`src/rtl/cpu_memory_responder_pkg.sv`:
```
// Shared types and constants for the CPU memory responder.
// State encoding and bus widths shared with the CPU.
package cpu_memory_responder_pkg;

  localparam int ADDR_W_DEF   = 4;
  localparam int DATA_W_DEF   = 8;
  localparam int WR_COUNT_MAX = 255;

  typedef enum logic [1:0] {
    IDLE    = 2'd0,
    LOADING = 2'd1,
    RELEASE = 2'd2,
    RUN     = 2'd3
  } state_t;

endpackage

```
`src/rtl/cpu_mem_array.sv`:
```
// Storage array: async clear, one sync write port,
// one combinational read port.
module cpu_mem_array
  import cpu_memory_responder_pkg::*;
#(
  parameter int ADDR_W = ADDR_W_DEF,
  parameter int DATA_W = DATA_W_DEF,
  parameter int DEPTH  = 16
) (
  input  logic              clk,
  input  logic              clr,
  input  logic              i_we,
  input  logic [ADDR_W-1:0] i_waddr,
  input  logic [DATA_W-1:0] i_wdata,
  input  logic [ADDR_W-1:0] i_raddr,
  output logic [DATA_W-1:0] o_rdata
);

  logic [DATA_W-1:0] r_mem [DEPTH];

  // Clear every word on reset, otherwise commit the muxed write.
  always_ff @(posedge clk or negedge clr) begin
    if (!clr) begin
      for (int i = 0; i < DEPTH; i++) begin
        r_mem[i] <= '0;
      end
    end else if (i_we) begin
      r_mem[i_waddr] <= i_wdata;
    end
  end

  assign o_rdata = r_mem[i_raddr];

endmodule

```
`src/rtl/cpu_memory_responder.sv`:
```
// Memory-side responder for the CPU bus with boot loader.
// Holds the CPU in clear until the image is loaded.
module cpu_memory_responder
  import cpu_memory_responder_pkg::*;
#(
  parameter int ADDR_W         = ADDR_W_DEF,
  parameter int DATA_W         = DATA_W_DEF,
  parameter int DEPTH          = 16,
  parameter int RELEASE_CYCLES = 2
) (
  input  logic              clk,
  input  logic              clr,
  input  logic              read,
  input  logic              write,
  input  logic [ADDR_W-1:0] address,
  input  logic [DATA_W-1:0] memoryIn,
  output logic [DATA_W-1:0] memoryOut,
  input  logic              ld_valid,
  output logic              ld_ready,
  input  logic [ADDR_W-1:0] ld_addr,
  input  logic [DATA_W-1:0] ld_data,
  input  logic              ld_last,
  output logic              cpu_clr,
  output logic              boot_done,
  output logic              err,
  output logic [7:0]        wr_count
);

  localparam logic [3:0] W_REL = 4'(RELEASE_CYCLES);
  localparam logic [7:0] W_MAX = 8'(WR_COUNT_MAX);

  state_t            r_state;
  state_t            w_state_nxt;
  logic [3:0]        r_cnt;
  logic              r_err;
  logic [7:0]        r_wr_count;
  logic              w_ld_ready;
  logic              w_cpu_clr;
  logic              w_boot_done;
  logic              w_we;
  logic [ADDR_W-1:0] w_waddr;
  logic [DATA_W-1:0] w_wdata;
  logic [DATA_W-1:0] w_rdata;

  // State register.
  always_ff @(posedge clk or negedge clr) begin
    if (!clr) r_state <= IDLE;
    else      r_state <= w_state_nxt;
  end

  // Next state, handshake outputs and write-port mux.
  always_comb begin
    w_state_nxt = r_state;
    w_ld_ready  = 1'b0;
    w_cpu_clr   = 1'b1;
    w_boot_done = 1'b0;
    w_we        = 1'b0;
    w_waddr     = ld_addr;
    w_wdata     = ld_data;
    unique case (r_state)
      IDLE, LOADING: begin
        w_ld_ready = 1'b1;
        if (ld_valid) begin
          w_we        = 1'b1;
          w_state_nxt = ld_last ? RELEASE : LOADING;
        end
      end
      RELEASE: begin
        if (r_cnt == W_REL) w_state_nxt = RUN;
      end
      RUN: begin
        w_cpu_clr   = 1'b0;
        w_boot_done = 1'b1;
        w_we        = write;
        w_waddr     = address;
        w_wdata     = memoryIn;
      end
      default: ;
    endcase
  end

  // Release delay: count up to RELEASE_CYCLES, then hold.
  always_ff @(posedge clk or negedge clr) begin
    if (!clr) begin
      r_cnt <= '0;
    end else if (r_state == RELEASE && r_cnt != W_REL) begin
      r_cnt <= r_cnt + 4'd1;
    end
  end

  // Sticky collision flag and saturating write counter.
  always_ff @(posedge clk or negedge clr) begin
    if (!clr) begin
      r_err      <= 1'b0;
      r_wr_count <= '0;
    end else if (r_state == RUN && write) begin
      if (read) r_err <= 1'b1;
      if (r_wr_count != W_MAX) r_wr_count <= r_wr_count + 8'd1;
    end
  end

  cpu_mem_array #(
    .ADDR_W (ADDR_W),
    .DATA_W (DATA_W),
    .DEPTH  (DEPTH)
  ) u_mem (
    .clk     (clk),
    .clr     (clr),
    .i_we    (w_we),
    .i_waddr (w_waddr),
    .i_wdata (w_wdata),
    .i_raddr (address),
    .o_rdata (w_rdata)
  );

  assign memoryOut = (r_state == RUN) ? w_rdata : '0;
  assign ld_ready  = w_ld_ready;
  assign cpu_clr   = w_cpu_clr;
  assign boot_done = w_boot_done;
  assign err       = r_err;
  assign wr_count  = r_wr_count;

endmodule

```
`config.mk`:
```
export PLATFORM = sky130hd
export DESIGN_NAME = cpu_memory_responder
export DESIGN_NICKNAME = d
export VERILOG_FILES = /design/src/rtl/cpu_memory_responder_pkg.sv /design/src/rtl/cpu_mem_array.sv /design/src/rtl/cpu_memory_responder.sv
export SDC_FILE = /design/constraint.sdc
export NUM_CORES = 1
export LEC_CHECK = 0
export CAP_MARGIN = 25
export CORE_MARGIN = 2
export CORE_UTILIZATION = 40
export DETAILED_ROUTE_END_ITERATION = 8
export DONT_BUFFER_PORTS = 1
export RECOVER_POWER = 100
export SLEW_MARGIN = 5
export SYNTH_ARGS = -nofsm -noshare
export SYNTH_HDL_FRONTEND = slang
export SYNTH_SLANG_ARGS = --single-unit
```
`constraint.sdc`:
```
create_clock -name clk -period 4.2 [get_ports clk]
set_input_delay 0.42 -clock clk [delete_from_list [all_inputs] [get_ports clk]]
set_output_delay 0.42 -clock clk [all_outputs]
set_load 0.05 [all_outputs]
```
==> reports/qor.yml <==
setup_path:
  critPathSlowestCell: "o21ai_0"
  cpPeakStageDelay_ns: 1.35
  cp_max_fo: 17
  crit_family: "compound AO/OA/AOI/OAI gates"
  cp.buffers_inverters: 0
  critPathLaunchType: "register"
  cp.arrival_ns: 2.77
  cp-end-kind: "primary output"
  rrSetupSlack_ns: 1.32
  path_cells: "nand3_1, o21ai_0"
  cp.required_ns: 3.78
  path_class: "reg2out"
logic_synthesis:
  synth-edff-count: 0
  yosysWarnings: 0
  synth.cell_area_um2: 6790
  synthTopCellsByArea: "dfrtp_1, mux2_2, mux4_2"
  ys_seq_area_frac: 0.5270
  avgSynthCellArea_um2: 13.94
  synthTopCellsByCount: "dfrtp_1, mux2_2, nand2_1"
  synth_top_area_frac: 0.5270
  yosysMostFrequentCell: "dfrtp_1"
  syn_nets: 520
  synth_cell_type_count: 41
  ys_seq_elements: 143
  ys_async_sr_fraction: 1.000
  syn_inst: 487
  ys.flop_type: "dfrtp_1"
  synth_top_area_cell: "dfrtp_1"
placement:
  dpl_cell_area_um2: 6945
  placedCellCount: 682
  gp_congestion: 0.7596
  io_buffers: 0
  dp_hpwl_um: 9562
cts:
  htree_levels: 4
  cts_inserted_buffers: 17
  clkLatencyLatePin_ns: 0.42
  cts_tree: "done"
  clockBufferDepth: 2
  cts.sink_count: 143
  cts_setup_buffers: 0
  clk_pin_slew_ns: 0.06
  root_buffer: "clkbuf_16"
final_layout:
  antenna-diode-count: 0
  nNetsFinal: 515
  postLayoutCellArea_um2: 7500
  final_util: 0.4522
  area_growth_pct: 10.45
  fin_cells: 715
  drive_gt1_frac: 0.3899
  fillCellCount: 1502
routing:
  ant_nets: 0
  totalWireLength_um: 14630
  drt-initial-drc-count: 200
  drcViolationCount: 0
  wl_per_cell_um: 20.46
  vias: 3954
  avgViaCountPerCell: 5.530
  dr.pass1.iters: 4
die:
  initial_core_util: 0.4095
  fp.dieH_um: 134.3
  die_x_um: 134.3
  num_io_pins: 50
  die-area_um2: 18030
  row_count: 47
  core_um2: 16580
sta:
  rsz0062_at_grt: "no"
  worstMarginPinSlew_ns: 1.629
  finalSetupViolCount: 0
  slew_headroom: -0.09729
  skew_ns: 0.004368
  hold_viol: 30
  final.period_utilization: 0.7592
  max_freq_mhz: 313.6
  finalCriticalPeriod_ns: 3.189
  tns_ns: 0
  slew_violations: 5
  holdWs_ns: -0.04633
status:
  violations: "hold timing, capacitance limit, slew limit"
  status: "finished, violations left"
global_route:
  first_global_vias: 4261
  gr-total-overflow: 0
  grt_antenna_before_repair: 0
  grt_util_all_layers: 0.1748
  grt_pass1_wl_um: 23550
  grt_max_degree: 144
power:
  ir_worst_vdd_mv: 0.2477
  leakage_nw: 3.231
  power_density_nw_per_um2: 534.1
flow_run:
  maxCapViolations: 5
worst_hold_path:
  hold_path.class: "in2async"
## worst reg2reg max path, delay by kind of cell (launching register included)
kind / cells / cell delay (ns)
buf+inv: 1 / 0.65
flops: 1 / 0.63
compound gates: 1 / 0.38
mux: 1 / 0.41
simple gates: 2 / 0.71
## state kept, by name, summed over array words and instances (netlist names)
signal / count
err: 1
u_mem.r_mem: 128
r_cnt: 4
wr_count: 8
r_state: 2
## timing repair
action | in CTS | in global routing
gates resized for setup | 0 | 0
hold endpoints to repair | 143 | 0
hold buffers | 1 | 0
## cells in the final DEF, fill, tap and decap left out, drive strengths merged
| master | n |
|---|---|
| clkinv | 5 |
| nand2 | 56 |
| nor2b | 2 |
| xnor2 | 8 |
| a221oi | 5 |
| a21o | 1 |
| a211o | 1 |
| nand4 | 6 |
| nor3 | 1 |
| nand4b | 3 |
| a31o | 1 |
| clkinvlp | 6 |
| ha | 3 |
| a21bo | 1 |
| xor2 | 1 |
| o2111ai | 5 |
| mux4 | 24 |
| and2 | 5 |
| nor3b | 1 |
| nand3b | 1 |
| mux2 | 129 |
| clkbuf | 19 |
| o21ai | 15 |
| and3 | 4 |
| a21oi | 1 |
| dfrtp | 143 |
| nand3 | 3 |
| nand2b | 4 |
| a31oi | 1 |
| nor2 | 1 |
| mux2i | 25 |
| buf | 5 |
| o31ai | 1 |
| a22oi | 2 |
| or3b | 1 |
| inv | 5 |
## layout make-up
cell class                 count  area (um2)  share of cell area
timing repair buffer           5       57.56            0.007674
tap                          220       275.3             0.03670
inverter                       3       11.26            0.001502
multi-input combinational    312        3043              0.4057
clock buffer                  19       442.9             0.05906
clock inverter                13       91.34             0.01218
sequential                   143        3578              0.4771
## stage by stage
stage	power (mW)	setup WS (ns)
floorplan	2.527	1.436
global placement	2.627	1.564
detailed placement	2.672	1.519
CTS	4.057	1.085
global route	4.201	0.9053
finish	4.005	1.011
## per-layer routing
metal | up-vias | global-route usage | routed length, um
met5 | - | 0 | 0
met4 | 0 | 0.09240 | 363
met3 | 26 | 0.03326 | 348
met2 | 66 | 0.2993 | 7757
met1 | 2077 | 0.2094 | 6160
li1 | 1785 | - | -
## cells by family (layout without fill, tap and decap cells)
kind of cell,after synthesis,count (layout),synth area share
buffers and inverters,32,40,0.02377
xor gates and xnor gates,9,9,0.01161
DFF,143,143,0.5270
muxes,178,178,0.3304
adders and majority gates,3,3,0.005529
and+or+nand+nor,88,88,0.06265
AOI/OAI and AO/OA,34,34,0.03906
## power breakdown
part	internal, mW	leakage, nW	switching (mW)
clock network	0.767	0.248	0.575
logic	0.390	1.23	0.287
registers	1.69	1.75	0.292
## final timing paths
check | start | end | cells after the start
worst max-delay path | r_state[1] | memoryOut[7] | 2
worst min-delay path | clr | wr_count[2] | 1
worst max register to register | r_state[1] | u_mem.r_mem[119] | 5
worst min register to register | r_cnt[3] | r_cnt[3] | 1
max in group asynchronous | clr | u_mem.r_mem[112] | 1
min in group clk | ld_last | r_state[0] | 1
(Power assumes the default switching activity.)
